--- config.mk ---
export PLATFORM = sky130hd
export DESIGN_NAME = rx_intf
export DESIGN_NICKNAME = d
export VERILOG_FILES = /design/src/rtl/rx_intf.sv
export SDC_FILE = /design/constraint.sdc
export NUM_CORES = 1
export LEC_CHECK = 0
export CAP_MARGIN = 20
export CORE_MARGIN = 2
export CORE_UTILIZATION = 43
export CTS_CLUSTER_SIZE = 8
export DETAILED_ROUTE_END_ITERATION = 16
export PLACE_DENSITY = 0.85
export SETUP_SLACK_MARGIN = 0.02
export SLEW_MARGIN = 20
export SYNTH_ARGS = -nofsm -noshare
export SYNTH_HDL_FRONTEND = slang
export SYNTH_SLANG_ARGS = --single-unit
export TNS_END_PERCENT = 1
--- constraint.sdc ---
create_clock -name clk -period 1.6 [get_ports clk]
set_input_delay 0.32 -clock clk [delete_from_list [all_inputs] [get_ports clk]]
set_output_delay 0.32 -clock clk [all_outputs]
set_load 0.05 [all_outputs]
--- src/rtl/rx_intf.sv ---
// Single-rail to four-phase dual-rail NoC transmitter: encodes core words onto rx_d and
// waits for the consumer's return-to-zero handshake. Define RX_INTF_FIFO_EN for a 2-entry input FIFO.
module rx_intf #(
  parameter int NOC_WID = 16
) (
  input  logic                   clk,
  input  logic                   rst_n,
  input  logic [NOC_WID-1:0]     in_data,
  input  logic                   in_valid,
  output logic                   in_ready,
  output logic [2*NOC_WID-1:0]   rx_d,
  input  logic                   rx_ack
);

  // Core side: a word transfers on a rising edge where in_valid && in_ready are both 1;
  // in_data must be held while in_valid is high and in_ready is low.
  typedef enum logic [1:0] {
    IDLE      = 2'd0,
    DATA      = 2'd1,
    NULL_WAIT = 2'd2
  } state_t;

  state_t                 state;
  state_t                 state_nxt;
  logic [2*NOC_WID-1:0]   rx_d_nxt;
  logic                   ack_m;
  logic                   ack_s;
  logic                   word_avail;
  logic [NOC_WID-1:0]     word;
  logic                   launch;

  function automatic logic [2*NOC_WID-1:0] dr_encode(input logic [NOC_WID-1:0] w);
    logic [2*NOC_WID-1:0] d;
    for (int j = 0; j < NOC_WID; j++) begin
      d[2*j+1] = w[j];
      d[2*j]   = ~w[j];
    end
    return d;
  endfunction

  // rx_ack is asynchronous to clk; only ack_s is ever looked at.
  always_ff @(posedge clk or negedge rst_n) begin
    if (!rst_n) begin
      ack_m <= 1'b0;
      ack_s <= 1'b0;
    end else begin
      ack_m <= rx_ack;
      ack_s <= ack_m;
    end
  end

`ifdef RX_INTF_FIFO_EN
  logic [NOC_WID-1:0] fifo_mem [2];
  logic               wr_ptr;
  logic               rd_ptr;
  logic [1:0]         count;
  logic               push;
  logic               pop;

  assign in_ready   = rst_n && (count != 2'd2);
  assign push       = in_valid && in_ready;
  assign pop        = launch;
  assign word_avail = (count != 2'd0);
  assign word       = fifo_mem[rd_ptr];

  always_ff @(posedge clk or negedge rst_n) begin
    if (!rst_n) begin
      wr_ptr <= 1'b0;
      rd_ptr <= 1'b0;
      count  <= 2'd0;
    end else begin
      if (push) wr_ptr <= wr_ptr + 1'b1;
      if (pop)  rd_ptr <= rd_ptr + 1'b1;
      case ({push, pop})
        2'b10:   count <= count + 2'd1;
        2'b01:   count <= count - 2'd1;
        default: count <= count;
      endcase
    end
  end

  // Storage needs no reset: count gates every read.
  always_ff @(posedge clk) begin
    if (push) fifo_mem[wr_ptr] <= in_data;
  end
`else
  assign in_ready   = rst_n && (state == IDLE) && !ack_s;
  assign word_avail = in_valid && in_ready;
  assign word       = in_data;
`endif

  always_comb begin
    state_nxt = state;
    rx_d_nxt  = rx_d;
    launch    = 1'b0;
    case (state)
      IDLE: begin
        rx_d_nxt = '0;
        if (word_avail && !ack_s) begin
          launch    = 1'b1;
          rx_d_nxt  = dr_encode(word);
          state_nxt = DATA;
        end
      end
      DATA: begin
        if (ack_s) begin
          rx_d_nxt  = '0;
          state_nxt = NULL_WAIT;
        end
      end
      NULL_WAIT: begin
        rx_d_nxt = '0;
        if (!ack_s) state_nxt = IDLE;
      end
      default: begin
        rx_d_nxt  = '0;
        state_nxt = IDLE;
      end
    endcase
  end

  always_ff @(posedge clk or negedge rst_n) begin
    if (!rst_n) begin
      state <= IDLE;
      rx_d  <= '0;
    end else begin
      state <= state_nxt;
      rx_d  <= rx_d_nxt;
    end
  end

endmodule

* Word-level counts from Yosys, hierarchy flattened *
Cells that the tools add are included.
Widths: inputs -> output; s select.

storage, ports and cells
  flip-flop bits (word level) = 36
  output and inout port bits = 33
  word-level logic and storage cells = 39

cells by class
  eq/ne operators = 5
  muxes and demuxes = 7
  bitwise logic cells = 16
  reduce and logical (&&, ||, !) cells = 7

operators with widths
  kind                count
  $mux 32             2
  $pmux 32 s2         1
  $not 1->1           16
  $mux 2              3
  $pmux 2 s3          1
  $logic_and 1x1->1   4
  $ne 2x2->1 const B  2
  $reduce_and 3->1    1
  $eq 2x1->1 const B  1
  $eq 2x2->1 const B  1
  $logic_not 2->1     1
  $ne 2x1->1 const B  1
  $logic_not 1->1     1

* Depth between registers and ports, before layout *
Gate-level depths: netlist of run 1.

  depth after elaboration = 7
  mapped depth = 3
  gate-level depth less buffers = 2

* Worst setup path before layout of run 1 *
Ideal clock, no wire load.

  kind = register -> output
  from = register ack_s
  to = output port in_ready
  arrival time = 1.104 ns
  data required time = 1.280 ns
  path slack = 0.176 ns
  cell stages (with the launch flop) = 3
  buffers on the path = 1
  cell sequence = dfrtp_1 -> nor4b_4 -> buf_6

between the ends
  word-level cells in the longest chain between the ends = 2

ends and longest elaborated chain
  item                    RTL line  source
  start, declared         27        logic ack_s;
  start signal, assigned  48        ack_s <= ack_m;
  $logic_not 1->1         n/a
  $logic_and 1x1->1       87        assign in_ready = rst_n && (state == IDLE) && !ack_s;
  end, declared           10        output logic in_ready,

No other way between the ends.

* Worst setup path in the final report of run 1 *
  from = register state[0]
  to = output port in_ready

between the ends
  word-level cells in the longest chain between the ends = 3

ends and longest elaborated chain
  item                             RTL line  source
  start, declared                  23        state_t state;
  start signal, assigned           127       state <= state_nxt;
  $logic_not 2->1                  87
  $logic_and 1x1->1 (2 in series)  87

No other way between the ends.

==> results of run 1 <==
==> cells in the mapped netlist, drive strengths merged <==
cell type	instances
a21o	1
a32o	32
and2	1
buf	7
clkbuf	3
dfrtp	36
inv	16
nor3b	1
nor4b	1
xor2	1
==> critical path: cells and delay by family, from the launching register on <==
family,cells,cell delay (ps)
and+or+nand+nor,1,310
buffers and inverters,2,300
DFF,1,430
==> layout make-up <==
class	count	area share, %
Clock buffer	6	2.539
Clock inverter	2	0.4954
Inverter	16	2.972
Multi-Input combinational cell	37	20.80
Sequential cell	36	44.71
Tap cell	46	2.848
Timing Repair Buffer	60	25.63
==> state kept, by name, indices dropped and copies added (netlist names) <==
| name | cells |
|---|---|
| ack_s | 1 |
| rx_d | 32 |
| ack_m | 1 |
| state | 2 |
==> worst max-delay path by stage <==
| stage | end | slack (ps) | depth (start not counted) |
|---|---|---|---|
| after global routing | in_ready | -140 | 3 |
| after global placement | in_ready | 230 | 3 |
| after CTS | in_ready | -90 | 3 |
| after detailed placement | rx_d[23] | 190 | 3 |
| after floorplan | in_ready | 180 | 2 |
| final | in_ready | -80 | 3 |
==> cell families after synthesis <==
kind of cell	synth area share (%)
AO/OA/AOI/OAI	25.13
XOR/XNOR	0.6088
buffers and inverters	8.608
flip-flops	62.61
AND/OR/NAND/NOR	3.043
==> power breakdown <==
part           total [W]  switching, W  internal (W)
combinational   0.000386      0.000229      0.000157
clock           0.000487      0.000278      0.000209
sequential      0.000977     0.0000293      0.000948
total            0.00185      0.000537       0.00131
==> layer usage <==
layer,global-route usage (%),part of all wire (%),wire length [um]
met1,19.54,42,1291
met2,28.27,51,1573
met3,4.555,5.5,169
met4,6.383,1.7,52
met5,0,0,0
==> per-stage QoR <==
step,setup TNS [ps],std cells
floorplan,0,99
global placement,0,192
detailed placement,0,192
CTS,-92.27,203
global route,-138.3,203
finish,-82.66,203
==> repair_timing <==
item / in CTS / in global routing
buffers inserted: 3 / 0
pin swaps: 1 / 0
gates resized for setup: 2 / 0
setup endpoints to repair: 1 / 1
hold buffers: 0 / 0
==> summary.txt, run 1 <==
Finish
  – Sequential cell area: 903.4 sq um
  – Layout area overhead: 40.43%
  – Commonest non-fill, non-tap cell in the layout: buf_4
  – End-of-flow core utilization: 61.52%
  – Layout cells sized above 1: 52.23%
  – Post-route cell area: 2021 sq um
  – Most frequent cells in the layout: buf_4 (39), dfrtp_1 (34), a32o_2 (27)
  – # nets final: 176
  – Fillers: 252
  – Diode count: 0
  – Footprint of the multi-input gates: 420.4 sq um

Critical path
  – Critical path type: register to output pin
  – Crit path DAT: 1360 ps
  – R2r worst-path depth: 4
  – Worst-path fanout max: 2
  – Setup crit end kind: output pin
  – Crit-path cells: nor4b_4 > buf_4 > buf_12
  – FF-to-FF setup slack: 250 ps
  – R2R Path End: rx_d[5]
  – Setup crit start kind: register
  – RR Startpoint: ack_s
  – CP max-delay cell: dfrtp_1
  – Required @ worst endpoint: 1280 ps
  – Worst Setup SP: state[0]
  – Largest stage delay, worst path: 430 ps

Detailed routing
  – 1st-pass router iterations: 4
  – Final WL: 3086 um
  – Antenna Nets Post-Route: 0
  – 1st-iter DRT viols: 49
  – Via/cell ratio: 5.251
  – WL per Instance: 15.20 um
  – Vias: 1066
  – DRC: 0

Job
  – Max-cap viol count: 0

Timing
  – Final period util: 105.2%
  – Fin. max-slew vios: 0
  – Period minus WS final: 1683 ps
  – Max-slew headroom: 70.19%
  – Final setup vio count: 1
  – WHS: 36.72 ps
  – Tightest Pin Transition: 447.2 ps
  – RSZ-0062 raised after global routing: yes
  – PnR worst setup slack: -82.66 ps
  – Fin. Hold Viols: 0
  – Setup Skew: 3.388 ps
  – Maximum clock rate: 594.3 MHz

Global route
  – Overall Global Routing Usage: 16.43%
  – Vias in the first global route: 999
  – First-pass GRT wire length: 4498 um
  – GRT overflow: 0
  – Initial antenna violation count: 0
  – Largest net degree at the start of global routing: 37

Outcome
  – Status: finished with violations
  – Failing checks: setup timing

CTS
  – Clk_lat worst skew: 320 ps
  – Cts bufs inserted: 5
  – Clock Tree Root: clkbuf_4
  – TritonCTS clock tree: yes
  – CTS sink cnt: 36
  – Depth of the CTS H-tree: 2
  – Clock Path Buffers: 2
  – Clk pin slew, worst setup/hold paths: 100 ps

Floorplanning
  – I/O pin count: 53
  – Die height: 61.85 um
  – Horiz. Die Dim: 61.85 um
  – Core ar.: 3284 sq um
  – Die area: 3825 sq um
  – Std-Cell Rows: 21
  – Initial core utilization: 43.81%

Synth
  – Ys Warns: 0
  – Yosys top cell area share: 62.61%
  – Mapped Cells: 99
  – Syn Nets: 119
  – Post-synth top area cell: dfrtp_1
  – Mean Syn Cell Area: 14.53 sq um
  – Post-synthesis sequential area ratio: 62.61%
  – FF+latch count, synth: 36
  – Area contributors post-synth: dfrtp_1 (63%), a32o_2 (21%), inv_1 (4.2%)
  – Mapped cell area: 1439 sq um
  – Count of unique library cells instantiated by Yosys: 13

Pwr
  – Tot Pwr: 0.001850 W
  – Worst vdd rail ir drop: 0.0004019 V
  – Pleak: 1.167 nW
  – Power per Cell Area: 915.8 nW/um^2

Worst hold path
  – Worst Hold Class: input port to asynchronous set/reset pin

Place
  – Pre-CTS setup slack: 188.2 ps
  – Hpwl dp: 2111 um
  – Placed Area: 1934 sq um
  – PortBufs: 52
  – Final Wtd Congestion: 0.5966
Note: power is estimated with default switching activity, not from simulation.
==> inputs of run 2 (changes only) <==
Settings changed: SKIP_CTS_REPAIR_TIMING set to 1.
==> run 2 against run 1 <==
Effect of this change:
- the run still ends with setup timing left
- via count grew 0.75%
- global-route usage shrank 0.31 points
- count of clock-buffer cells in the layout is the same
- routed wire length grew 0.62%
- die area is the same
- flip-flop and latch count is the same
- largest cell class unchanged
==> summary.txt, run 2 (same netlist as run 1, synthesis figures left out) <==
CTS
  – Cts bufs inserted: 5 (unchanged)
  – Clock Tree Root: clkbuf_4 (unchanged)
  – CTS sink cnt: 36 (unchanged)
  – Clk pin slew, worst setup/hold paths: 110 ps (was 100 ps)
  – Depth of the CTS H-tree: 2 (unchanged)
  – Clk_lat worst skew: 330 ps (was 320 ps)
  – TritonCTS clock tree: yes (unchanged)
  – Clock Path Buffers: 2 (unchanged)

Finish
  – Layout area overhead: 41.39% (was 40.43%)
  – Fin cells: 205 (was 203)
  – Most flop-heavy register: rx_d (unchanged)
  – Commonest non-fill, non-tap cell in the layout: buf_4 (unchanged)
  – Most frequent cells in the layout: buf_4 (41), dfrtp_1 (35), a32o_2 (27) (was buf_4 (39), dfrtp_1 (34), a32o_2 (27))
  – Largest registers: rx_d (32), state (2) (unchanged)
  – # nets final: 178 (was 176)
  – Fillers: 254 (was 252)
  – Max reg flops: 32 (unchanged)
  – Diode count: 0 (unchanged)
  – Layout cells sized above 1: 52.20% (was 52.23%)
  – End-of-flow core utilization: 61.94% (was 61.52%)

Floorplanning
  – Initial core utilization: 43.81% (unchanged)
  – Die area: 3825 sq um (unchanged)
  – I/O pin count: 53 (unchanged)
  – Die height: 61.85 um (unchanged)
  – Horiz. Die Dim: 61.85 um (unchanged)
  – Core ar.: 3284 sq um (unchanged)
  – Std-Cell Rows: 21 (unchanged)

Critical path
  – Setup crit start kind: register (unchanged)
  – R2R Path End: rx_d[5] (unchanged)
  – Crit path DAT: 1390 ps (was 1360 ps)
  – Worst-path fanout max: 3 (was 2)
  – Crit-path cells: nor4b_4 > buf_4 > buf_12 (unchanged)
  – WP buf/inv: 2 (unchanged)
  – RR Startpoint: ack_s (unchanged)
  – Critical path type: register to output pin (unchanged)
  – Largest stage delay, worst path: 430 ps (about the same)
  – R2r worst-path depth: 4 (unchanged)
  – FF-to-FF setup slack: 220 ps (was 250 ps)
  – CP top delay family: flip-flops (unchanged)
  – Setup crit end kind: output pin (unchanged)
  – CP max-delay cell: dfrtp_1 (unchanged)
  – Required @ worst endpoint: 1280 ps (about the same)

Timing
  – Setup Skew: 8.967 ps (was 3.388 ps)
  – Fin. max-slew vios: 0 (unchanged)
  – Period minus WS final: 1709 ps (was 1683 ps)
  – Final period util: 106.8% (was 105.2%)
  – Max-slew headroom: 70.21% (was 70.19%)
  – Tightest Pin Transition: 446.9 ps (was 447.2 ps)
  – Final setup vio count: 1 (unchanged)
  – PnR worst setup slack: -108.9 ps (was -82.66 ps)
  – WHS: 27.89 ps (was 36.72 ps)
  – Fin. Hold Viols: 0 (unchanged)
  – Maximum clock rate: 585.2 MHz (was 594.3 MHz)
  – RSZ-0062 raised after global routing: yes (unchanged)

Global route
  – Met3 Usage GRT: 4.555% (unchanged)
  – First-pass GRT wire length: 4402 um (was 4498 um)
  – GRT overflow: 0 (unchanged)
  – Met1 Use GR: 19.00% (was 19.54%)
  – Met2 Usage GRT: 27.82% (was 28.27%)
  – Overall Global Routing Usage: 16.12% (was 16.43%)
  – Largest net degree at the start of global routing: 37 (unchanged)
  – Vias in the first global route: 978 (was 999)
  – Initial antenna violation count: 0 (unchanged)
  – Most Crowded Layer GR: met2 (unchanged)

Outcome
  – Failing checks: setup timing (unchanged)
  – Status: finished with violations (unchanged)

Detailed routing
  – Vias: 1074 (was 1066)
  – Via/cell ratio: 5.239 (was 5.251)
  – WL per Instance: 15.15 um (was 15.20 um)
  – DRC: 0 (unchanged)
  – Final WL: 3105 um (was 3086 um)
  – Antenna Nets Post-Route: 0 (unchanged)
  – 1st-iter DRT viols: 40 (was 49)
  – 1st-pass router iterations: 4 (unchanged)

Pwr
  – Sequential Power Share: 52.5% (was 52.8%)
  – Sw frac: 29.23% (was 29.01%)
  – Power per Cell Area: 915.3 nW/um^2 (was 915.8 nW/um^2)
  – Tot Pwr: 0.001862 W (was 0.001850 W)
  – Clock share of power: 26.5% (was 26.3%)
  – Worst vdd rail ir drop: 0.0004061 V (was 0.0004019 V)
  – Pleak: 1.179 nW (was 1.167 nW)
  – Combinational Power Share: 21.0% (was 20.9%)
  – P_sw: 0.0005443 W (was 0.0005368 W)
  – Internal power: 0.001318 W (was 0.001314 W)

Job
  – Max-cap viol count: 0 (unchanged)

Place
  – Final Wtd Congestion: 0.5966 (unchanged)
  – Hpwl dp: 2111 um (unchanged)
  – Placed Cells: 192 (unchanged)
  – PortBufs: 52 (unchanged)

Worst hold path
  – Worst Hold Class: input port to asynchronous set/reset pin (unchanged)
-- run 2: cell count changes in the layout (fill, tap and decap cells not counted), sizes merged --
cell and delta:
buf +2
-- run 2: layer usage --
metal | wire length (um) | share of wire [%]
met1 | 1287 | 41
met2 | 1594 | 51
met3 | 170 | 5.5
met4 | 52 | 1.7
met5 | 0 | 0
-- run 2: how the worst max path moves through the flow --
stage	cells past startpoint	slack [ps]	endpoint	startpoint
5_1_grt	3	-160	in_ready	state[0]
3_5_place_dp	3	190	rx_d[23]	in_valid
2_1_floorplan	2	180	in_ready	ack_s
3_3_place_gp	3	230	in_ready	ack_s
6_report	3	-110	in_ready	state[0]
4_1_cts	3	-170	in_ready	ack_s
-- run 2: area by class of cell --
| cell class | count | area [sq um] | share of cell area [%] |
|---|---|---|---|
| timing repair buffer | 62 | 533.0 | 26.20 |
| sequential | 36 | 902.1 | 44.34 |
| clock inverter | 2 | 10.01 | 0.4920 |
| inverter | 16 | 60.06 | 2.952 |
| clock buffer | 6 | 51.30 | 2.522 |
| tap | 46 | 57.56 | 2.829 |
| multi-input combinational | 37 | 420.4 | 20.66 |
-- run 2: worst reg2reg max path, cell delays in order, from the launching register on --
cell     delay (ps)
dfrtp_2         440
buf_4           150
nor3b_4         350
buf_12          220
a32o_2          160
-- run 2: through the flow --
step | worst slack [ps] | area (sq um) | TNS [ps]
2_1_floorplan | 175.8 | 1439 | 0
3_3_place_gp | 234.8 | 1934 | 0
3_5_place_dp | 188.2 | 1934 | 0
4_1_cts | -172.8 | 1996 | -172.8
5_1_grt | -157.6 | 2034 | -157.6
6_report | -108.9 | 2034 | -108.9
-- run 2: power groups by stage --
stage	clock network (W)	logic [W]	registers, W
4_1_cts	0.000512	0.000378	0.000978
3_5_place_dp	0	0.000377	0.000996
5_1_grt	0.000539	0.000415	0.000982
6_report	0.000494	0.000392	0.000977
2_1_floorplan	0	0.000120	0.00110
3_3_place_gp	0	0.000368	0.000994
==> inputs of run 3 (changes only) <==
Settings changed: CORE_ASPECT_RATIO set to 1.2, CORE_UTILIZATION 43 to 47, PLACE_DENSITY 0.85 to 0.91.
Clock period 1.6 ns to 2.2 ns, I/O delays scaled along.
==> run 3 against run 2 <==
Effect of this change:
- the run now ends clean
- core utilization rose by 7.2 points
- die area fell by 7.9%
- global-route usage rose by 6.7 points
- via count fell by 3.5%
- final cell count fell by 6.8%
- register-to-register slack improved by 410 ps
- sequential power fell by 27%
==> summary.txt, run 3 (same netlist as run 1, synthesis figures left out) <==
Timing
  – RSZ-0062 raised after global routing: no (was yes)
  – Fin. Hold Viols: 0 (unchanged)
  – Final period util: 90.38%
  – Maximum clock rate: 502.9 MHz
  – Final setup vio count: 0 (was 1)
  – Period minus WS final: 1988 ps
  – Tightest Pin Transition: 675.8 ps (was 446.9 ps)
  – Fin. max-slew vios: 0 (unchanged)
  – Max-slew headroom: 54.90% (was 70.21%)
  – Setup TNS: 0 ps (was -108.9 ps)
  – Setup Skew: 7.696 ps (was 8.967 ps)

Critical path
  – Crit path DAT: 1550 ps (was 1390 ps)
  – Crit. path cell count: 1 (was 3)
  – Setup crit end kind: output pin (unchanged)
  – WP buf/inv: 1 (was 2)
  – Required @ worst endpoint: 1760 ps (was 1280 ps)
  – Setup crit start kind: register (unchanged)
  – Worst-path fanout max: 2 (was 3)
  – R2r worst-path depth: 3 (was 4)
  – CP top delay family: buffers and inverters (was flip-flops)
  – CP max-delay cell: clkdlybuf4s50_1 (was dfrtp_1)
  – Largest stage delay, worst path: 830 ps (was 430 ps)
  – Critical path type: register to output pin (unchanged)
  – Crit-path cells: clkdlybuf4s50_1 (was nor4b_4 > buf_4 > buf_12)

Finish
  – Layout area overhead: 44.09% (was 41.39%)
  – Post-route cell area: 2073 sq um (was 2034 sq um)
  – Layout cells sized above 1: 29.03% (was 52.20%)
  – Most frequent cells in the layout: clkdlybuf4s50_1 (50), dfrtp_1 (36), a32o_2 (27) (was buf_4 (41), dfrtp_1 (35), a32o_2 (27))
  – Commonest non-fill, non-tap cell in the layout: clkdlybuf4s50_1 (was buf_4)
  – Largest registers: rx_d (32), state (2) (unchanged)
  – Max reg flops: 32 (unchanged)
  – Most flop-heavy register: rx_d (unchanged)
  – # nets final: 174 (was 178)
  – Diode count: 0 (unchanged)

Global route
  – Initial antenna violation count: 0 (unchanged)
  – Overall Global Routing Usage: 22.78% (was 16.12%)
  – Largest net degree at the start of global routing: 37 (unchanged)
  – First-pass GRT wire length: 5637 um (was 4402 um)
  – GRT overflow: 0 (unchanged)
  – Vias in the first global route: 1155 (was 978)

Detailed routing
  – DRC: 0 (unchanged)
  – Final WL: 3307 um (was 3105 um)
  – Vias: 1036 (was 1074)
  – Antenna Nets Post-Route: 0 (unchanged)
  – WL per Instance: 17.31 um (was 15.15 um)
  – 1st-iter DRT viols: 13 (was 40)
  – Via/cell ratio: 5.424 (was 5.239)
  – 1st-pass router iterations: 4 (unchanged)

CTS
  – Depth of the CTS H-tree: 2 (unchanged)
  – TritonCTS clock tree: yes (unchanged)
  – Clk_lat worst skew: 340 ps (was 330 ps)
  – Clk pin slew, worst setup/hold paths: 100 ps (was 110 ps)
  – Clock Path Buffers: 2 (unchanged)
  – Cts bufs inserted: 5 (unchanged)
  – CTS sink cnt: 36 (unchanged)
  – Clock Tree Root: clkbuf_4 (unchanged)

Outcome
  – Status: finished clean (was finished with violations)

Pwr
  – Pleak: 1.099 nW (was 1.179 nW)
  – Worst vdd rail ir drop: 0.0005866 V (was 0.0004061 V)
  – Tot Pwr: 0.001438 W (was 0.001862 W)
  – Power per Cell Area: 693.6 nW/um^2 (was 915.3 nW/um^2)

Job
  – Max-cap viol count: 0 (unchanged)

Place
  – PortBufs: 52 (unchanged)
  – Placed Area: 1997 sq um (was 1934 sq um)
  – Hpwl dp: 2434 um (was 2111 um)
  – Final Wtd Congestion: 0.7082 (was 0.5966)

Worst hold path
  – Worst Hold Class: input port to asynchronous set/reset pin (unchanged)

Floorplanning
  – Die area: 3522 sq um (was 3825 sq um)
  – Std-Cell Rows: 22 (was 21)
  – Horiz. Die Dim: 54.51 um (was 61.85 um)
  – Initial core utilization: 47.96% (was 43.81%)
  – Die height: 64.61 um (was 61.85 um)
  – Core ar.: 3000 sq um (was 3284 sq um)
  – I/O pin count: 53 (unchanged)
run 3: cell count changes in the layout (fill, tap and decap cells not counted):
| cell | delta |
|---|---|
| clkdlybuf4s50_1 | +32 |
| clkbuf_1 | +1 |
| dfrtp_2 | -1 |
| buf_12 | -1 |
| buf_4 | -35 |
| bufinv_16 | +1 |
| clkbuf_8 | -1 |
| dfrtp_1 | +1 |
| clkinv_2 | -1 |
run 3: stage by stage:
stage                     cells  hold WS [ps]  setup slack (ps)  util (%)
after global routing        191         193.9             159.5     69.10
after floorplan              99         144.4             655.8         -
after CTS                   191         175.0             194.9     69.10
after global placement      183         336.8             610.1     66.56
final                       191         170.2             211.6     69.10
after detailed placement    183         345.1             586.1     66.56
run 3: power breakdown:
part	internal (W)	switching (W)	leakage, nW
clock network	0.000238	0.000208	0.0422
logic	0.000115	0.000166	0.566
registers	0.000689	0.0000220	0.491
run 3: worst paths after layout:
check	startpoint	end	slack, ps
min in group clk	ack_m	ack_s	370
max in group asynchronous	rst_n	rx_d[3]	1710
hold / removal	rst_n	rx_d[19]	170
hold reg to reg	ack_m	ack_s	370
setup reg to reg	ack_s	rx_d[10]	630
setup / recovery	rx_d[19]	rx_d[19]	210
run 3: area by class of cell:
cell class / count / area (sq um)
inverter: 16 / 60.06
sequential: 36 / 900.9
timing repair buffer: 58 / 570.5
multi-input combinational: 37 / 420.4
clock buffer: 6 / 41.29
fill: 226 / 927.1
tap: 36 / 45.04
clock inverter: 2 / 35.03
run 3: routing by layer:
metal,part of all wire (%),routed length [um],vias up,GRT usage (%)
li1,-,-,487,-
met1,39,1284,511,27.24
met2,54,1788,33,38.10
met3,5.4,179,5,5.530
met4,1.6,54,0,9.375
met5,0,0,-,0
